### config.mk
export PLATFORM = sky130hd
export DESIGN_NAME = mem_port_arbiter_flat
export DESIGN_NICKNAME = d
export VERILOG_FILES = /design/src/rtl/mem_arb_pkg.sv /design/src/rtl/mem_port_arbiter_if.sv /design/src/rtl/rr_arbiter.sv /design/src/rtl/mem_port_arbiter.sv /design/src/flat_wrapper.sv
export SDC_FILE = /design/constraint.sdc
export NUM_CORES = 1
export LEC_CHECK = 0
export ABC_AREA = 1
export BUFFER_PORTS_ARGS = -buffer_cell sky130_fd_sc_hd__buf_2
export CAP_MARGIN = 20
export CORE_AREA = 2 2 131 133
export CTS_CLUSTER_DIAMETER = 100
export DETAILED_ROUTE_END_ITERATION = 10
export DIE_AREA = 0 0 133 135
export RECOVER_POWER = 50
export REMOVE_ABC_BUFFERS = 1
export SETUP_SLACK_MARGIN = 0.2
export SYNTH_ARGS = -nofsm -noshare
export SYNTH_HDL_FRONTEND = slang
export SYNTH_SLANG_ARGS = --single-unit
### constraint.sdc
create_clock -name clk_i -period 3.3 [get_ports clk_i]
set_input_delay 0.495 -clock clk_i [delete_from_list [all_inputs] [get_ports clk_i]]
set_output_delay 0.495 -clock clk_i [all_outputs]
set_load 0.02 [all_outputs]
### src/rtl/mem_arb_pkg.sv
// rtl/mem_arb_pkg.sv - shared types and helpers for the memory port arbiter
//
// Contents:
//   tag_entry_t      one tracking-table entry {valid, owner channel}
//   arb_req_t        request payload {addr, write, size, data, strb} at default widths
//   lowest_free_idx  index of the lowest clear bit of a busy mask
package mem_arb_pkg;

    localparam int MAX_CH     = 8;
    localparam int MAX_TAGS   = 16;
    localparam int OWNER_W    = 3;
    localparam int TAG_IDX_W  = 4;
    localparam int ARB_ADDR_W = 32;
    localparam int ARB_DATA_W = 32;
    localparam int ARB_STRB_W = ARB_DATA_W / 8;

    typedef struct packed {
        logic               valid;
        logic [OWNER_W-1:0] owner;
    } tag_entry_t;

    typedef struct packed {
        logic [ARB_ADDR_W-1:0] addr;
        logic                  write;
        logic [2:0]            size;
        logic [ARB_DATA_W-1:0] data;
        logic [ARB_STRB_W-1:0] strb;
    } arb_req_t;

    // Unimplemented table slots are passed in as busy so they are never chosen.
    function automatic logic [TAG_IDX_W-1:0] lowest_free_idx(input logic [MAX_TAGS-1:0] busy);
        logic [TAG_IDX_W-1:0] idx;
        idx = '0;
        for (int i = MAX_TAGS - 1; i >= 0; i--) begin
            if (!busy[i]) begin
                idx = TAG_IDX_W'(i);
            end
        end
        return idx;
    endfunction

endpackage

### src/rtl/mem_port_arbiter_if.sv
// rtl/mem_port_arbiter_if.sv - downstream request/response port of the memory arbiter
//
// master: arbiter side (drives req_*, rsp_ready; receives req_ready, rsp_*)
// slave : memory/adapter side
interface mem_port_arbiter_if #(
    parameter int ADDR_WIDTH = 32,
    parameter int DATA_WIDTH = 32,
    parameter int ID_WIDTH   = 4
);
    localparam int STRB_W = DATA_WIDTH / 8;

    logic                  req_valid;
    logic                  req_ready;
    logic [ADDR_WIDTH-1:0] req_addr;
    logic                  req_write;
    logic [2:0]            req_size;
    logic [DATA_WIDTH-1:0] req_data;
    logic [STRB_W-1:0]     req_strb;
    logic [ID_WIDTH-1:0]   req_id;

    logic                  rsp_valid;
    logic                  rsp_ready;
    logic [DATA_WIDTH-1:0] rsp_data;
    logic                  rsp_error;
    logic [ID_WIDTH-1:0]   rsp_id;

    modport master (
        output req_valid, req_addr, req_write, req_size, req_data, req_strb, req_id,
        input  req_ready,
        input  rsp_valid, rsp_data, rsp_error, rsp_id,
        output rsp_ready
    );

    modport slave (
        input  req_valid, req_addr, req_write, req_size, req_data, req_strb, req_id,
        output req_ready,
        output rsp_valid, rsp_data, rsp_error, rsp_id,
        input  rsp_ready
    );

endinterface

### src/rtl/rr_arbiter.sv
// rtl/rr_arbiter.sv - N-way request arbiter, round-robin or fixed priority
//
// Ports: clk_i, rst_i (sync, active-high); req [N] requests; advance = the
// current grant was taken this cycle; grant [N] one-hot, combinational from req.
// Build option: MEM_ARB_FIXED_PRIO_EN selects fixed priority (index 0 highest)
// and removes the last_grant pointer.
module rr_arbiter #(
    parameter int N = 2
) (
    input  logic         clk_i,
    input  logic         rst_i,
    input  logic [N-1:0] req,
    input  logic         advance,
    output logic [N-1:0] grant
);

`ifdef MEM_ARB_FIXED_PRIO_EN

    always_comb begin
        grant = '0;
        for (int j = N - 1; j >= 0; j--) begin
            if (req[j]) begin
                grant    = '0;
                grant[j] = 1'b1;
            end
        end
    end

`else

    localparam int PTR_W = (N > 1) ? $clog2(N) : 1;

    logic [PTR_W-1:0] last_q;
    logic             found;

    // Search starts one past the last winner; reset to N-1 so channel 0 wins first.
    always_comb begin
        grant = '0;
        found = 1'b0;
        for (int k = 1; k <= N; k++) begin
            for (int j = 0; j < N; j++) begin
                if (!found && req[j] && (j == (int'(last_q) + k) % N)) begin
                    grant[j] = 1'b1;
                    found    = 1'b1;
                end
            end
        end
    end

    always_ff @(posedge clk_i) begin
        if (rst_i) begin
            last_q <= PTR_W'(N - 1);
        end else if (advance) begin
            for (int j = 0; j < N; j++) begin
                if (grant[j]) begin
                    last_q <= PTR_W'(j);
                end
            end
        end
    end

`endif

endmodule

### src/rtl/mem_port_arbiter.sv
// rtl/mem_port_arbiter.sv - N-channel request arbiter with ID tagging and response routing
//
// Ports: clk_i, rst_i (sync, active-high); ch_req_* per-channel requests;
// ch_rsp_* per-channel responses; m (mem_port_arbiter_if.master) downstream
// port; outstanding_o allocated tag count; unexp_rsp_o sticky unknown-ID flag.
// Build option: MEM_ARB_FIXED_PRIO_EN (fixed priority instead of round-robin,
// selected inside rr_arbiter).
module mem_port_arbiter
    import mem_arb_pkg::*;
#(
    parameter  int NUM_CH          = 2,
    parameter  int ADDR_WIDTH      = 32,
    parameter  int DATA_WIDTH      = 32,
    parameter  int MAX_OUTSTANDING = 4,
    parameter  int ID_WIDTH        = 4,
    localparam int STRB_W          = DATA_WIDTH / 8,
    localparam int CNT_W           = $clog2(MAX_OUTSTANDING + 1)
) (
    input  logic                                 clk_i,
    input  logic                                 rst_i,
    input  logic [NUM_CH-1:0]                    ch_req_valid_i,
    output logic [NUM_CH-1:0]                    ch_req_ready_o,
    input  logic [NUM_CH-1:0][ADDR_WIDTH-1:0]    ch_req_addr_i,
    input  logic [NUM_CH-1:0]                    ch_req_write_i,
    input  logic [NUM_CH-1:0][2:0]               ch_req_size_i,
    input  logic [NUM_CH-1:0][DATA_WIDTH-1:0]    ch_req_data_i,
    input  logic [NUM_CH-1:0][STRB_W-1:0]        ch_req_strb_i,
    output logic [NUM_CH-1:0]                    ch_rsp_valid_o,
    input  logic [NUM_CH-1:0]                    ch_rsp_ready_i,
    output logic [NUM_CH-1:0][DATA_WIDTH-1:0]    ch_rsp_data_o,
    output logic [NUM_CH-1:0]                    ch_rsp_error_o,
    mem_port_arbiter_if.master                   m,
    output logic [CNT_W-1:0]                     outstanding_o,
    output logic                                 unexp_rsp_o
);

    if ((2 ** ID_WIDTH) < MAX_OUTSTANDING) begin : g_id_width_check
        $error("mem_port_arbiter: ID_WIDTH too small for MAX_OUTSTANDING");
    end
    if (NUM_CH < 1 || NUM_CH > MAX_CH) begin : g_num_ch_check
        $error("mem_port_arbiter: NUM_CH must be 1..8");
    end
    if (MAX_OUTSTANDING < 1 || MAX_OUTSTANDING > MAX_TAGS) begin : g_max_out_check
        $error("mem_port_arbiter: MAX_OUTSTANDING must be 1..16");
    end

    tag_entry_t              table_q [MAX_OUTSTANDING];
    logic [MAX_TAGS-1:0]     busy;
    logic [TAG_IDX_W-1:0]    alloc_idx;
    logic                    tag_free;
    logic                    slot_free;
    logic                    req_fire;
    logic [NUM_CH-1:0]       grant;
    logic [OWNER_W-1:0]      grant_idx;
    logic [ADDR_WIDTH-1:0]   sel_addr;
    logic                    sel_write;
    logic [2:0]              sel_size;
    logic [DATA_WIDTH-1:0]   sel_data;
    logic [STRB_W-1:0]       sel_strb;
    logic                    rsp_hit;
    logic [OWNER_W-1:0]      rsp_owner;
    logic                    owner_ready;
    logic                    rsp_fire;

    rr_arbiter #(.N(NUM_CH)) u_arb (
        .clk_i   (clk_i),
        .rst_i   (rst_i),
        .req     (ch_req_valid_i),
        .advance (req_fire),
        .grant   (grant)
    );

    always_comb begin
        busy = '1;
        for (int t = 0; t < MAX_OUTSTANDING; t++) begin
            busy[t] = table_q[t].valid;
        end
    end

    assign tag_free  = ~&busy;
    assign alloc_idx = lowest_free_idx(busy);
    assign slot_free = !m.req_valid || m.req_ready;

    // Gated by reset so the channels never see ready from pre-reset state.
    assign ch_req_ready_o = rst_i ? '0 : (grant & {NUM_CH{slot_free & tag_free}});
    assign req_fire       = |(ch_req_valid_i & ch_req_ready_o);

    always_comb begin
        grant_idx = '0;
        sel_addr  = '0;
        sel_write = 1'b0;
        sel_size  = '0;
        sel_data  = '0;
        sel_strb  = '0;
        for (int c = 0; c < NUM_CH; c++) begin
            if (grant[c]) begin
                grant_idx = OWNER_W'(c);
                sel_addr  = ch_req_addr_i[c];
                sel_write = ch_req_write_i[c];
                sel_size  = ch_req_size_i[c];
                sel_data  = ch_req_data_i[c];
                sel_strb  = ch_req_strb_i[c];
            end
        end
    end

    // IDs beyond the table or pointing at a free entry never hit.
    always_comb begin
        rsp_hit   = 1'b0;
        rsp_owner = '0;
        for (int t = 0; t < MAX_OUTSTANDING; t++) begin
            if (table_q[t].valid && m.rsp_id == ID_WIDTH'(t)) begin
                rsp_hit   = 1'b1;
                rsp_owner = table_q[t].owner;
            end
        end
    end

    always_comb begin
        owner_ready    = 1'b0;
        ch_rsp_valid_o = '0;
        for (int c = 0; c < NUM_CH; c++) begin
            if (rsp_owner == OWNER_W'(c)) begin
                owner_ready       = ch_rsp_ready_i[c];
                ch_rsp_valid_o[c] = m.rsp_valid & rsp_hit;
            end
        end
    end

    // Unknown IDs are swallowed so a stray response cannot wedge the port.
    assign m.rsp_ready     = rsp_hit ? owner_ready : 1'b1;
    assign rsp_fire        = m.rsp_valid && m.rsp_ready && rsp_hit;
    assign ch_rsp_data_o   = {NUM_CH{m.rsp_data}};
    assign ch_rsp_error_o  = {NUM_CH{m.rsp_error}};

    always_ff @(posedge clk_i) begin
        if (rst_i) begin
            for (int t = 0; t < MAX_OUTSTANDING; t++) begin
                table_q[t] <= '0;
            end
            outstanding_o <= '0;
            unexp_rsp_o   <= 1'b0;
            m.req_valid   <= 1'b0;
            m.req_addr    <= '0;
            m.req_write   <= 1'b0;
            m.req_size    <= '0;
            m.req_data    <= '0;
            m.req_strb    <= '0;
            m.req_id      <= '0;
        end else begin
            // The allocated entry was free at cycle start, so it never collides with the freed one.
            for (int t = 0; t < MAX_OUTSTANDING; t++) begin
                if (req_fire && alloc_idx == TAG_IDX_W'(t)) begin
                    table_q[t] <= '{valid: 1'b1, owner: grant_idx};
                end else if (rsp_fire && m.rsp_id == ID_WIDTH'(t)) begin
                    table_q[t].valid <= 1'b0;
                end
            end

            case ({req_fire, rsp_fire})
                2'b10:   outstanding_o <= outstanding_o + CNT_W'(1);
                2'b01:   outstanding_o <= outstanding_o - CNT_W'(1);
                default: outstanding_o <= outstanding_o;
            endcase

            if (m.rsp_valid && !rsp_hit) begin
                unexp_rsp_o <= 1'b1;
            end

            if (req_fire) begin
                m.req_valid <= 1'b1;
                m.req_addr  <= sel_addr;
                m.req_write <= sel_write;
                m.req_size  <= sel_size;
                m.req_data  <= sel_data;
                m.req_strb  <= sel_strb;
                m.req_id    <= ID_WIDTH'(alloc_idx);
            end else if (m.req_ready) begin
                m.req_valid <= 1'b0;
            end
        end
    end

endmodule
### src/flat_wrapper.sv
// flat-port wrapper written by rule: the top's interface ports become plain ports
module mem_port_arbiter_flat import mem_arb_pkg::*;
#(
    parameter  int NUM_CH          = 2,
    parameter  int ADDR_WIDTH      = 32,
    parameter  int DATA_WIDTH      = 32,
    parameter  int MAX_OUTSTANDING = 4,
    parameter  int ID_WIDTH        = 4,
    localparam int STRB_W          = DATA_WIDTH / 8,
    localparam int CNT_W           = $clog2(MAX_OUTSTANDING + 1)
)
  (clk_i, rst_i, ch_req_valid_i, ch_req_ready_o, ch_req_addr_i, ch_req_write_i, ch_req_size_i, ch_req_data_i, ch_req_strb_i, ch_rsp_valid_o, ch_rsp_ready_i, ch_rsp_data_o, ch_rsp_error_o, outstanding_o, unexp_rsp_o, m_req_valid, m_req_addr, m_req_write, m_req_size, m_req_data, m_req_strb, m_req_id, m_req_ready, m_rsp_valid, m_rsp_data, m_rsp_error, m_rsp_id, m_rsp_ready);
  mem_port_arbiter_if #(.ADDR_WIDTH(ADDR_WIDTH), .DATA_WIDTH(DATA_WIDTH), .ID_WIDTH(ID_WIDTH)) m_i ();
  input  logic clk_i;
  input  logic rst_i;
  input  logic [NUM_CH-1:0] ch_req_valid_i;
  output logic [NUM_CH-1:0] ch_req_ready_o;
  input  logic [NUM_CH-1:0][ADDR_WIDTH-1:0] ch_req_addr_i;
  input  logic [NUM_CH-1:0] ch_req_write_i;
  input  logic [NUM_CH-1:0][2:0] ch_req_size_i;
  input  logic [NUM_CH-1:0][DATA_WIDTH-1:0] ch_req_data_i;
  input  logic [NUM_CH-1:0][STRB_W-1:0] ch_req_strb_i;
  output logic [NUM_CH-1:0] ch_rsp_valid_o;
  input  logic [NUM_CH-1:0] ch_rsp_ready_i;
  output logic [NUM_CH-1:0][DATA_WIDTH-1:0] ch_rsp_data_o;
  output logic [NUM_CH-1:0] ch_rsp_error_o;
  output logic [CNT_W-1:0] outstanding_o;
  output logic unexp_rsp_o;
  output wire logic [$bits(m_i.req_valid)-1:0] m_req_valid;
  output wire logic [$bits(m_i.req_addr)-1:0] m_req_addr;
  output wire logic [$bits(m_i.req_write)-1:0] m_req_write;
  output wire logic [$bits(m_i.req_size)-1:0] m_req_size;
  output wire logic [$bits(m_i.req_data)-1:0] m_req_data;
  output wire logic [$bits(m_i.req_strb)-1:0] m_req_strb;
  output wire logic [$bits(m_i.req_id)-1:0] m_req_id;
  input wire logic [$bits(m_i.req_ready)-1:0] m_req_ready;
  input wire logic [$bits(m_i.rsp_valid)-1:0] m_rsp_valid;
  input wire logic [$bits(m_i.rsp_data)-1:0] m_rsp_data;
  input wire logic [$bits(m_i.rsp_error)-1:0] m_rsp_error;
  input wire logic [$bits(m_i.rsp_id)-1:0] m_rsp_id;
  output wire logic [$bits(m_i.rsp_ready)-1:0] m_rsp_ready;
  assign m_req_valid = m_i.req_valid;
  assign m_req_addr = m_i.req_addr;
  assign m_req_write = m_i.req_write;
  assign m_req_size = m_i.req_size;
  assign m_req_data = m_i.req_data;
  assign m_req_strb = m_i.req_strb;
  assign m_req_id = m_i.req_id;
  assign m_i.req_ready = m_req_ready;
  assign m_i.rsp_valid = m_rsp_valid;
  assign m_i.rsp_data = m_rsp_data;
  assign m_i.rsp_error = m_rsp_error;
  assign m_i.rsp_id = m_rsp_id;
  assign m_rsp_ready = m_i.rsp_ready;
  mem_port_arbiter #(.NUM_CH(NUM_CH), .ADDR_WIDTH(ADDR_WIDTH), .DATA_WIDTH(DATA_WIDTH), .MAX_OUTSTANDING(MAX_OUTSTANDING), .ID_WIDTH(ID_WIDTH)) u_core (.clk_i(clk_i), .rst_i(rst_i), .ch_req_valid_i(ch_req_valid_i), .ch_req_ready_o(ch_req_ready_o), .ch_req_addr_i(ch_req_addr_i), .ch_req_write_i(ch_req_write_i), .ch_req_size_i(ch_req_size_i), .ch_req_data_i(ch_req_data_i), .ch_req_strb_i(ch_req_strb_i), .ch_rsp_valid_o(ch_rsp_valid_o), .ch_rsp_ready_i(ch_rsp_ready_i), .ch_rsp_data_o(ch_rsp_data_o), .ch_rsp_error_o(ch_rsp_error_o), .m(m_i), .outstanding_o(outstanding_o), .unexp_rsp_o(unexp_rsp_o));
endmodule
# Yosys cells after proc, flatten, opt, wreduce, memory -nomap -nowiden

Memory sizes are Yosys's and may differ from the RTL's.
Cells that the tools add are included.

Equal/unequal tests: 11
Muxes and demuxes: 78
Add/sub/neg operators: 4
Bitwise gates (word level): 14
Reduce and logical (&&, ||, !) cells: 40

Operators with widths:

| kind                                                 | count |
|---|---|
| 2-to-1 mux 32 bit                                    | 4 |
| logical NOT 32 bit                                   | 2 |
| 2-to-1 mux 1 bit                                     | 56 |
| logical AND 1 bit                                    | 22 |
| 2-to-1 mux 2 bit                                     | 9 |
| 2-to-1 mux 3 bit                                     | 6 |
| equality test 4 x 2 -> 1 bit (second input constant) | 2 |
| logical NOT 4 bit                                    | 2 |
| 2-to-1 mux 4 bit                                     | 2 |
| OR 1 bit                                             | 8 |
| equality test 2 bit (second input constant)          | 3 |
| logical NOT 1 bit                                    | 6 |
| one-hot mux 3 bit (2 select lines)                   | 1 |
| nonzero test 2 bit                                   | 3 |
| bitwise AND 2 bit                                    | 2 |
| equality test 2 x 1 -> 1 bit (second input constant) | 2 |
| equality test 2 bit (first input constant)           | 2 |
| equality test 4 x 1 -> 1 bit (second input constant) | 1 |
| AND reduction 4 bit                                  | 1 |
| adder 3 x 1 -> 3 bit (second input constant)         | 1 |
| equality test 3 x 1 -> 1 bit (second input constant) | 1 |
| logical NOT 3 bit                                    | 1 |
| subtractor 3 x 1 -> 3 bit (second input constant)    | 1 |
| adder 1 bit (second input constant)                  | 2 |
| other kinds (5)                                      | 7 |

Register bits after elaboration: 82
Bits in writable memories: 8
Bits of input ports: 189
Memories kept: 1

Memories:

| memory         | words | bits a word | rd ports | clocked after memory_dff | wr ports | RTL line               | text |
|---|---|---|---|---|---|---|---|
| u_core.table_q | 4     | 2           | 4        | 0                        | 4        | mem_port_arbiter.sv:47 | `tag_entry_t table_q [MAX_OUTSTANDING];` |

# Longest topological paths before layout

Gate-level depths: netlist (run 1).

Depth after elaboration: 27
Depth in mapped cells: 16

# By module

Synthesis (run 1) repeated with hierarchy kept, for this count alone.

Cells, all modules: 767
Area, all modules: 5172.5 µm²

Modules (own cells, without submodules):

| module           | seq. area each (µm²) | instances | area an instance (µm²) | cells each |
|---|---|---|---|---|
| mem_port_arbiter | 1821.7               | 1         | 5112.4                 | 758 |
| rr_arbiter       | 20.0                 | 1         | 60.1                   | 9 |

# Worst setup path before layout (run 1)

No wires, ideal clock.

Path type: input-to-reg
From: input m_rsp_id[3]
To: register u_core.outstanding_o[2]
Arrival time: 2.358 ns
Setup slack: 0.820 ns
Path buffers: 0
Stages on the path: 16
Data required time: 3.178 ns
Path through: nor2_4 > inv_1 > nor3_1 > nand2_1 > nand2_1 > nor2_1 > nor2_2 > inv_1 > nor2_1 > ha_1 > inv_1 > fa_1 > a21oi_1 > o21ai_0 > o21ai_0 > a21oi_1

Cells in the longest elaborated chain, start to end: 14

Ends and longest elaborated chain:

| item                                                                            | RTL line                | text |
|---|---|---|
| start, declared                                                                 | flat_wrapper.sv:40      | `input wire logic [$bits(m_i.rsp_id)-1:0] m_rsp_id;` |
| logical NOT 4 bit                                                               | mem_port_arbiter.sv:112 | `if (table_q[t].valid && m.rsp_id == ID_WIDTH'(t)) begin` |
| logical AND 1 bit                                                               | mem_port_arbiter.sv:112 |  |
| 2-to-1 mux 3 bit (4 in a row)                                                   | mem_port_arbiter.sv:112 |  |
| logical NOT 3 bit                                                               | mem_port_arbiter.sv:123 | `if (rsp_owner == OWNER_W'(c)) begin` |
| 2-to-1 mux 1 bit (2 in a row)                                                   | mem_port_arbiter.sv:123 |  |
| 2-to-1 mux 1 bit                                                                | mem_port_arbiter.sv:131 | `assign m.rsp_ready = rsp_hit ? owner_ready : 1'b1;` |
| logical AND 1 bit                                                               | mem_port_arbiter.sv:132 | `assign rsp_fire = m.rsp_valid && m.rsp_ready && rsp_hit;` |
| logical AND 1 bit *                                                             | mem_port_arbiter.sv:132 |  |
| equality test 2 x 1 -> 1 bit / equality test 2 bit (equally long branches)      | mem_port_arbiter.sv:160 | `case ({req_fire, rsp_fire})` |
| one-hot mux 3 bit (2 select lines) / nonzero test 2 bit (equally long branches) | -                       |  |
| end signal, assigned                                                            | mem_port_arbiter.sv:161 | `2'b10: outstanding_o <= outstanding_o + CNT_W'(1);` |
| end signal, assigned                                                            | mem_port_arbiter.sv:162 | `2'b01: outstanding_o <= outstanding_o - CNT_W'(1);` |
| end signal, assigned                                                            | mem_port_arbiter.sv:163 | `default: outstanding_o <= outstanding_o;` |
| end, declared                                                                   | mem_port_arbiter.sv:33  | `output logic [CNT_W-1:0] outstanding_o,` |

Mark *: on every way between the ends. The rest lies on a longest branch, timed or not.
A chain may end at the register's enable or synchronous reset.

# Final worst setup path (run 1)

Same ends and word-level chain as after synthesis.

==> results.md, run 1 <==
* Status: complete, no violations
* DR pass1 iterations at 5
* Die Span Y at 135 um
* Post-Synthesis Cell Area at 5060 sq um
* Max-Slew Margin vs Limit at 51.1%
* Die area at 18000 sq um
* Die X at 133 um
* DP Area at 5860 sq um
* RSZ-0062 raised after global routing: false
* Final-stage net count at 1085
* Yosys reg bits at 88
* Site row count at 47
* Count of final setup violators at 0
* Internal power consumption at 1.99 mW
* Post-cts repair resize count at 0
* Switch Pwr at 0.813 mW
* CP endpoint kind: flip-flop
* Setup TNS at 0 ns
* GPL Wtd Cong at 0.874
* Core area at 16400 sq um
* Slew Viols, Final at 0
* Register area share after synthesis at 36.4%
* Ranking of synthesized cells by area: dfxtp_1 32%, nand2_1 12%, buf_4 10%, nand3_1 8.0%, a21oi_1 7.9%
* Synth warn at 0
* Most frequent cells in the layout: 182 x buf_2, 166 x nand2_1, 95 x inv_1, 81 x nand3_1
* Fraction of layout cells with a size suffix above 1 at 24.0%
* Total CTS buffers at 9
* Class of the worst hold path: in2reg
* Cell taking the most area after synthesis: dfxtp_1
* Sw frac at 29.0%
* Largest net degree at the start of global routing at 82
* Top-area cell type share of the netlist area at 31.7%
* Mapped Avg Cell Area at 6.73 sq um
* Reg clk slew, reported paths at 0.07 ns
* Clk_lat worst skew at 0.34 ns
* First-pass GRT wire length at 26700 um
* Sequential share of power at 41.9%
* Max cap viols at 0
* Vias in the first global route at 4812
* Post-route cell area at 6110 sq um
* Post-DRT Antenna Nets at 0
* Setup Buffers After CTS at 0
* Deepest clock path buffer count at 2
* Share of power burned in combinational logic at 19.6%
* Vias per cell at 4.63
* ANT cells at 0
* Worst Clk Skew at 0.0113 ns
* Gr usage total at 19.3%
* Hold_buf cts at 0
* Final critical-path required period at 2.57 ns
* Kind of launch point of the worst setup path: primary input
* Max VDD drop at 0.000223 V
* Critical path class: in2reg
* Commonest non-fill, non-tap cell in the layout: buf_2
* Gr ovfl total at 0
* Vias at 5183
* Final WL at 17700 um
* Clock root cell: clkbuf_16
* Synth unique cells at 27
* Hold violation count in the final report at 0
* Req. time, crit path at 3.53 ns
* Final Cycle Share at 77.9%
* Post-DP HPWL at 13500 um
* F_max at 389 MHz
* Drt initial violations at 241
* Crit path DAT at 2.80 ns
* I/O Pins at 341
* Syn-to-layout area delta at 20.7%
* Starting Density at 30.8%
* CTS tree: yes
* Non-filler cells in the finished layout at 1119
* Placed cell count at 1103
* CP Max Fanout at 6
* # DRC at 0
* Sink Count at 88
* Port bufs at 239
* Power density cells at 459 nW/um^2
* Htree depth at 3
* LEAKAGE at 2.83 nW
* Clk pwr share at 38.5%
* Initial antenna violation count at 0
* WL/cell at 15.8 um
* Worst-Margin Slew at 0.733 ns
* Synth Instances at 752
[worst paths after layout]
kind | start | slack, ns | cells past startpoint | endpoint
max | m_rsp_id[3] | 0.73 | 17 | u_core.outstanding_o[2]
min | m_rsp_valid | 0.42 | 3 | u_core.unexp_rsp_o
max reg2reg | u_core.table_q[2][1] | 0.90 | 14 | u_core.outstanding_o[2]
min reg2reg | u_core.m.req_data[24] | 0.46 | 2 | u_core.m.req_data[24]
[cell type report]
| class | instances | area [sq um] |
|---|---|---|
| fillers | 1815 | 10300 |
| multi-input cells | 451 | 2100 |
| flip-flops and latches | 88 | 1840 |
| repair buffers | 247 | 1210 |
| inverters | 97 | 364 |
| well taps | 220 | 275 |
| clock buffers | 13 | 272 |
| clock inverters | 3 | 46.3 |
[cells by family after synthesis]
family | count (synthesis) | share of synthesized area [%]
flip-flops | 88 | 36.4
buffers and inverters | 214 | 22.5
AO/OA/AOI/OAI | 160 | 16.0
AND/OR/NAND/NOR | 287 | 24.4
other | 1 | 0.0741
adder cells (fa/ha/maj) | 2 | 0.643
[sequential cells by signal, summed over array words and instances, names as in the netlist]
name                  count
u_core.table_q            8
u_core.m.req_size         3
u_core.m.req_valid        1
u_core.m.req_strb         4
u_core.m.req_id           2
u_core.unexp_rsp_o        1
u_core.u_arb.last_q       1
u_core.m.req_data        32
u_core.m.req_addr        32
u_core.outstanding_o      3
u_core.m.req_write        1
[per-layer routing]
layer  wire, um  track usage, %  share of wire [%]
met1       7100            21.6                 40
met2       7190            28.1                 41
met3       2960            14.9                 17
met4        238            4.72                1.3
met5        182            8.06                1.0
[worst max-delay path: stages]
cell and delay, ns:
buf_2 0.11, nor2_4 0.15, inv_1 0.10, nor3_1 0.24
nand2_1 0.10, nand2_1 0.10, nor2_1 0.06, nor2_2 0.16
inv_1 0.09, nor2_1 0.13, ha_1 0.15, inv_1 0.06
fa_1 0.38, a21oi_1 0.14, o21ai_0 0.11, o21ai_0 0.16
a21oi_1 0.05
[power groups by stage]
stage / combinational (mW) / clock [mW] / sequential [mW]
after floorplan: 0.229 / 0 / 1.26
after global placement: 0.566 / 0 / 1.20
after detailed placement: 0.568 / 0 / 1.20
after CTS: 0.569 / 1.12 / 1.17
after global routing: 0.620 / 1.16 / 1.18
final: 0.550 / 1.08 / 1.17
[Yosys cell counts]
master and number:
a21o_4 1, a21oi_1 80, buf_1 8, buf_2 11, buf_4 69, buf_6 8, clkbuf_1 21, conb_1 1
dfxtp_1 80, edfxtp_1 8, fa_1 1, ha_1 1, inv_1 95, inv_2 2, nand2_1 166, nand2_2 3
nand3_1 81, nand3_2 1, nand4_1 4, nor2_1 22, nor2_2 1, nor2_4 1, nor3_1 4, nor3_2 2
nor4_1 2, o21ai_0 78, o21ai_1 1
[metrics by stage]
step	setup WS, ns	power, mW	utilization, %	hold WS (ns)
2_1_floorplan	-0.904	1.49	-	0.471
3_3_place_gp	0.491	1.76	35.7	0.449
3_5_place_dp	0.403	1.76	35.7	0.452
4_1_cts	0.783	2.86	37.6	0.406
5_1_grt	0.444	2.96	37.2	0.411
6_report	0.731	2.80	37.2	0.422
(Power assumes the default switching activity.)
==> run 2: changes to the inputs <==
- CORE_AREA: 2 2 131 133 -> 2 2 133 135
- DIE_AREA: 0 0 133 135 -> 0 0 135 137
- clock period: 3.3 -> 2.3 ns (I/O delays scaled with it)
==> run 2 against run 1 <==
Effect of this change:
- global-route usage down 0.85 points
- power is 44% higher
- largest power group unchanged
- clock power increased by 39%
- cell count rose by 2.3%
- via count rose by 1.4%
- clock-buffer cell count shrank 1
- critical endpoint unchanged
- critical path depth shrank 3
- highest routed layer is now met4
- register-to-register slack worse by 0.74 ns
- largest cell class unchanged
==> results.md, run 2 (synthesis results as in run 1) <==
* Final critical-path required period at 2.14 ns
* # DRC at 0
* Layout Utilization at 37.3%
* Deepest clock path buffer count at 2
* Gr ovfl total at 0
* Htree depth at 3
* Slew Viols, Final at 0
* Reg clk slew, reported paths at 0.06 ns
* Gr usage total at 18.5%
* Hold endpoint: u_core.unexp_rsp_o
* Crit path cell chain: nand4_1 -> nand2_1 -> nor2_2 -> nand3_1 -> nand2_2 -> inv_2 -> nor2_2 -> ha_2 -> inv_2 -> fa_2 -> a21oi_2 -> o21ai_2 -> o21ai_1 -> a21oi_1
* LEAKAGE at 2.96 nW
* ANT cells at 0
* RSZ-0062 raised after global routing: true
* CP Max Fanout at 2
* Most frequent cells in the layout: 180 x buf_2, 165 x nand2_1, 92 x inv_1, 81 x nand3_1, 80 x dfxtp_1
* Final WL at 18100 um
* Hold path startpoint: m_rsp_valid
* Worst Clk Skew at 0.00734 ns
* R2R cell count at 14
* Fraction of layout cells with a size suffix above 1 at 27.4%
* Vias per cell at 4.59
* Reg2reg end: u_core.outstanding_o[2]
* Final-stage net count at 1106
* Total CTS buffers at 9
* GPL Wtd Cong at 0.896
* Commonest non-fill, non-tap cell in the layout: buf_2
* Crit path DAT at 2.38 ns
* Final Cycle Share at 93.1%
* Initial antenna violation count at 0
* Port bufs at 239
* Die X at 135 um
* Max cap viols at 0
* Placed cell count at 1122
* Drt initial violations at 250
* Setup TNS at 0 ns
* Sink Count at 88
* RR Startpoint: u_core.table_q[1][1]
* CP max-delay cell: edfxtp_1
* Req. time, crit path at 2.53 ns
* Die area at 18500 sq um
* Biggest regs: u_core.m.req_addr: 32 flops, u_core.m.req_data: 32 flops, u_core.table_q: 8 flops
* I/O Pins at 341
* Vias in the first global route at 4711
* Clk_lat worst skew at 0.34 ns
* Max VDD drop at 0.000379 V
* Count of final setup violators at 0
* DR pass1 iterations at 5
* Critical path class: reg2reg
* Hold_buf cts at 0
* Site row count at 48
* Starting Density at 29.7%
* Class of the worst hold path: in2reg
* Post-DP HPWL at 13300 um
* Flop-to-flop setup slack at 0.16 ns
* F_max at 467 MHz
* Post-DRT Antenna Nets at 0
* Syn-to-layout area delta at 25.8%
* Core area at 17100 sq um
* Worst-Margin Slew at 0.736 ns
* Power density cells at 635 nW/um^2
* Worst hold stages at 3
* WL/cell at 15.8 um
* First-pass GRT wire length at 25800 um
* Non-filler cells in the finished layout at 1145
* Clock root cell: clkbuf_16
* CTS tree: yes
* Kind of launch point of the worst setup path: flip-flop
* Die Span Y at 137 um
* CP endpoint kind: flip-flop
* Max-Slew Margin vs Limit at 50.9%
* Status: complete, no violations
* Hold violation count in the final report at 0
* Vias at 5255
* Largest net degree at the start of global routing at 85
* Slowest stage delay, CP at 0.41 ns
[run 2: cell types whose count changed in the layout (fill, tap and decap cells not counted), sizes merged]
cell / change
buf: +18
clkbuf: +2
inv: +1
[run 2: worst max-delay path: cells and delay by family, from the launching register on]
family          cells  cell delay (ns)
compound gates      4             0.39
flops               1             0.41
fa+ha+maj           2             0.54
buf+inv             2             0.08
simple gates        6             0.61
[run 2: how the worst max path moves through the flow]
stage,start,end,slack [ns],depth (start not counted)
floorplan,ch_req_valid_i[1],u_core.outstanding_o[2],-1.75,10
global placement,m_rsp_id[3],u_core.outstanding_o[2],-0.13,17
detailed placement,m_rsp_id[3],u_core.outstanding_o[2],-0.20,17
CTS,u_core.table_q[2][1],u_core.outstanding_o[2],0.19,14
global route,u_core.table_q[1][1],u_core.outstanding_o[2],-0.03,14
finish,u_core.table_q[1][1],u_core.outstanding_o[2],0.16,14
[run 2: final cells by class]
type | instances | area (sq um)
flip-flops and latches | 88 | 1840
clock buffers | 12 | 256
inverters | 97 | 369
well taps | 225 | 282
multi-input cells | 451 | 2130
fillers | 1926 | 10700
repair buffers | 268 | 1440
clock inverters | 4 | 50.0
[run 2: repair_timing]
action,4_1_cts,5_1_grt
pin swaps,3,12
resized for setup,4,20
endpoints found under the setup margin,6,45
gates cloned,0,2
buffers inserted,1,4
[run 2: routing by layer]
metal  GRT usage (%)  wire length [um]  part of all wire, %
met1            21.9              7710                   43
met3            13.0              2680                   15
met5            4.72                 0                    0
met4            5.61               280                  1.5
met2            26.2              7410                   41
[run 2: power breakdown]
group	leakage (nW)	switching, mW	internal, mW
clock	0.150	0.601	0.903
combinational	2.07	0.538	0.317
sequential	0.735	0.0449	1.64
[run 2: metrics by stage]
stage	hold WS [ns]	power (mW)	area, sq um	setup WS (ns)
global placement	0.447	2.55	5980	-0.130
global route	0.267	4.27	6370	-0.0250
finish	0.258	4.04	6370	0.159
detailed placement	0.452	2.55	5980	-0.204
CTS	0.242	4.08	6300	0.189
floorplan	0.414	2.14	4290	-1.75
==> run 3: changes to the inputs <==
- clock period: 2.3 -> 1.75 ns (I/O delays scaled with it)
==> run 3 against run 2 <==
Effect of this change:
- the run now ends with setup timing left
- sequential power rose by 32%
- combinational power rose by 76%
- non-clock buffer count rose by 32
- via count rose by 4.1%
- critical path depth did not move
- first-iteration DRC count fell by 1.6%
- critical path type unchanged
- clock-buffer cell count fell by 3
- routed wire length rose by 11%
- fmax rose by 0.40%
- critical endpoint unchanged
- cell area rose by 14%
- register-to-register slack got worse by 0.54 ns
- clock skew rose by 0.0026 ns
==> results.md, run 3 (synthesis results as in run 1) <==
* Vias per cell at 4.65
* Vias in the first global route at 4916
* Final Cycle Share at 122%
* First-pass GRT wire length at 27900 um
* WHS at 0.174 ns
* GPL Wtd Cong at 0.881
* Fillers at 1825
* Post-route setup slack at -0.383 ns
* Status: finished with violations
* Max-Slew Margin vs Limit at 50.3%
* Syn-to-layout area delta at 43.0%
* RSZ-0062 raised after global routing: true
* Count of final setup violators at 91
* Share of power burned in combinational logic at 26.4%
* Total Power at 5.69 mW
* Reg clk slew, reported paths at 0.07 ns
* Post-DP HPWL at 13800 um
* Non-filler cells in the finished layout at 1178
* Clk_lat worst skew at 0.34 ns
* Hold violation count in the final report at 0
* CTS tree: yes
* ANT cells at 0
* Worst-Margin Slew at 0.745 ns
* Vias at 5473
* CP Max Fanout at 2
* Req. time, crit path at 1.98 ns
* Largest net degree at the start of global routing at 74
* Commonest non-fill, non-tap cell in the layout: buf_2
* Final critical-path required period at 2.13 ns
* Core area at 17100 sq um
* Clock root cell: clkbuf_16
* Die Span Y at 137 um
* Power density cells at 786 nW/um^2
* Critical path class: reg2reg
* Placed cell count at 1133
* Failing checks: setup timing
* Gr usage total at 20.1%
* Class of the worst hold path: in2reg
* Switch Pwr at 1.75 mW
* I/O Pins at 341
* Final WL at 20100 um
* Worst Clk Skew at 0.00995 ns
* Sink Count at 88
* Layout Utilization at 42.4%
* Crit path DAT at 2.37 ns
* Kind of launch point of the worst setup path: flip-flop
* Sequential share of power at 38.9%
* Port bufs at 239
* Slew Viols, Final at 0
* Total CTS buffers at 9
* Die X at 135 um
* Site row count at 48
* Fraction of layout cells with a size suffix above 1 at 39.6%
* Starting Density at 29.7%
* Deepest clock path buffer count at 2
* Internal power consumption at 3.93 mW
* # DRC at 0
* F_max at 469 MHz
* CP endpoint kind: flip-flop
* DR pass1 iterations at 5
* Max cap viols at 0
* Initial antenna violation count at 0
* Max VDD drop at 0.000561 V
* WL/cell at 17.1 um
* Final-stage net count at 1139
* Die area at 18500 sq um
* Htree depth at 3
* Gr ovfl total at 0
* Post-DRT Antenna Nets at 0
* DP Worst Slack at -0.693 ns
* Clk pwr share at 34.7%
* Most frequent cells in the layout: 226 x buf_2, 150 x nand2_1, 92 x inv_1, 81 x nand3_1, 80 x dfxtp_1
* Drt initial violations at 246
* LEAKAGE at 3.49 nW
* Biggest regs: u_core.m.req_addr: 32 flops, u_core.m.req_data: 32 flops, u_core.table_q: 8 flops
* Sw frac at 30.8%
run 3: changes by cell type in the layout (fill, tap and decap cells not counted), moves of 5 or more:
| cell | change |
|---|---|
| clkbuf_1 | -49 |
| nand2_2 | +13 |
| buf_16 | +6 |
| buf_6 | +5 |
| buf_2 | +46 |
| nand2_1 | -15 |
| buf_4 | +11 |
| nor2_1 | -6 |
| nor2_4 | +6 |
| a21oi_1 | -21 |
| a21oi_2 | +21 |
| buf_12 | +5 |
run 3: layout make-up:
cell class                      count  area (sq um)  area share (%)
Inverter                           97           377            5.20
Timing Repair inverter              1          16.3           0.225
Multi-Input combinational cell    451          2360            32.6
Timing Repair Buffer              300          2060            28.5
Tap cell                          225           282            3.89
Clock buffer                        9           225            3.11
Clock inverter                      7          76.3            1.05
Sequential cell                    88          1840            25.5
run 3: final timing paths:
path / depth (start not counted) / endpoint / slack [ns] / startpoint
setup / recovery: 14 / u_core.outstanding_o[2] / -0.38 / u_core.table_q[1][1]
hold / removal: 3 / u_core.unexp_rsp_o / 0.17 / m_rsp_valid
setup reg to reg: 14 / u_core.outstanding_o[2] / -0.38 / u_core.table_q[1][1]
hold reg to reg: 2 / u_core.m.req_data[20] / 0.46 / u_core.m.req_data[20]
run 3: power by group through the flow:
stage          registers, mW  logic (mW)  clock network, mW
2_1_floorplan           2.38       0.432                  0
3_3_place_gp            2.25        1.13                  0
3_5_place_dp            2.25        1.13                  0
4_1_cts                 2.21        1.31               2.04
5_1_grt                 2.22        1.64               2.14
6_report                2.21        1.50               1.98
run 3: critical path, stage by stage (launching register included):
cell and delay, ns:
edfxtp_1 0.40, nand4_1 0.14, nand2_1 0.08, nor2_2 0.14
nand3_1 0.10, nand2_2 0.08, inv_2 0.05, nor2_4 0.12
ha_4 0.13, inv_2 0.04, fa_2 0.37, a21oi_2 0.12
o21ai_1 0.08, o21ai_1 0.14, a21oi_1 0.05
run 3: what timing repair did:
| item | in CTS | in global routing |
|---|---|---|
| buffers inserted | 3 | 11 |
| setup endpoints to repair | 91 | 97 |
| pin swaps | 4 | 24 |
| hold buffers | 0 | 0 |
| resized for setup | 35 | 80 |
| cloned | 7 | 8 |
run 3: layer usage:
layer / global-route usage [%] / share of wire [%]
met3: 12.0 / 14
met5: 4.72 / 0
met1: 24.1 / 42
met4: 5.21 / 1.3
met2: 30.0 / 43
run 3: stage by stage:
step	setup TNS, ns	area, sq um
2_1_floorplan	-171.95	4290
3_3_place_gp	-1.65	6070
3_5_place_dp	-2.58	6070
4_1_cts	-2.82	6690
5_1_grt	-23.52	7240
6_report	-17.33	7240
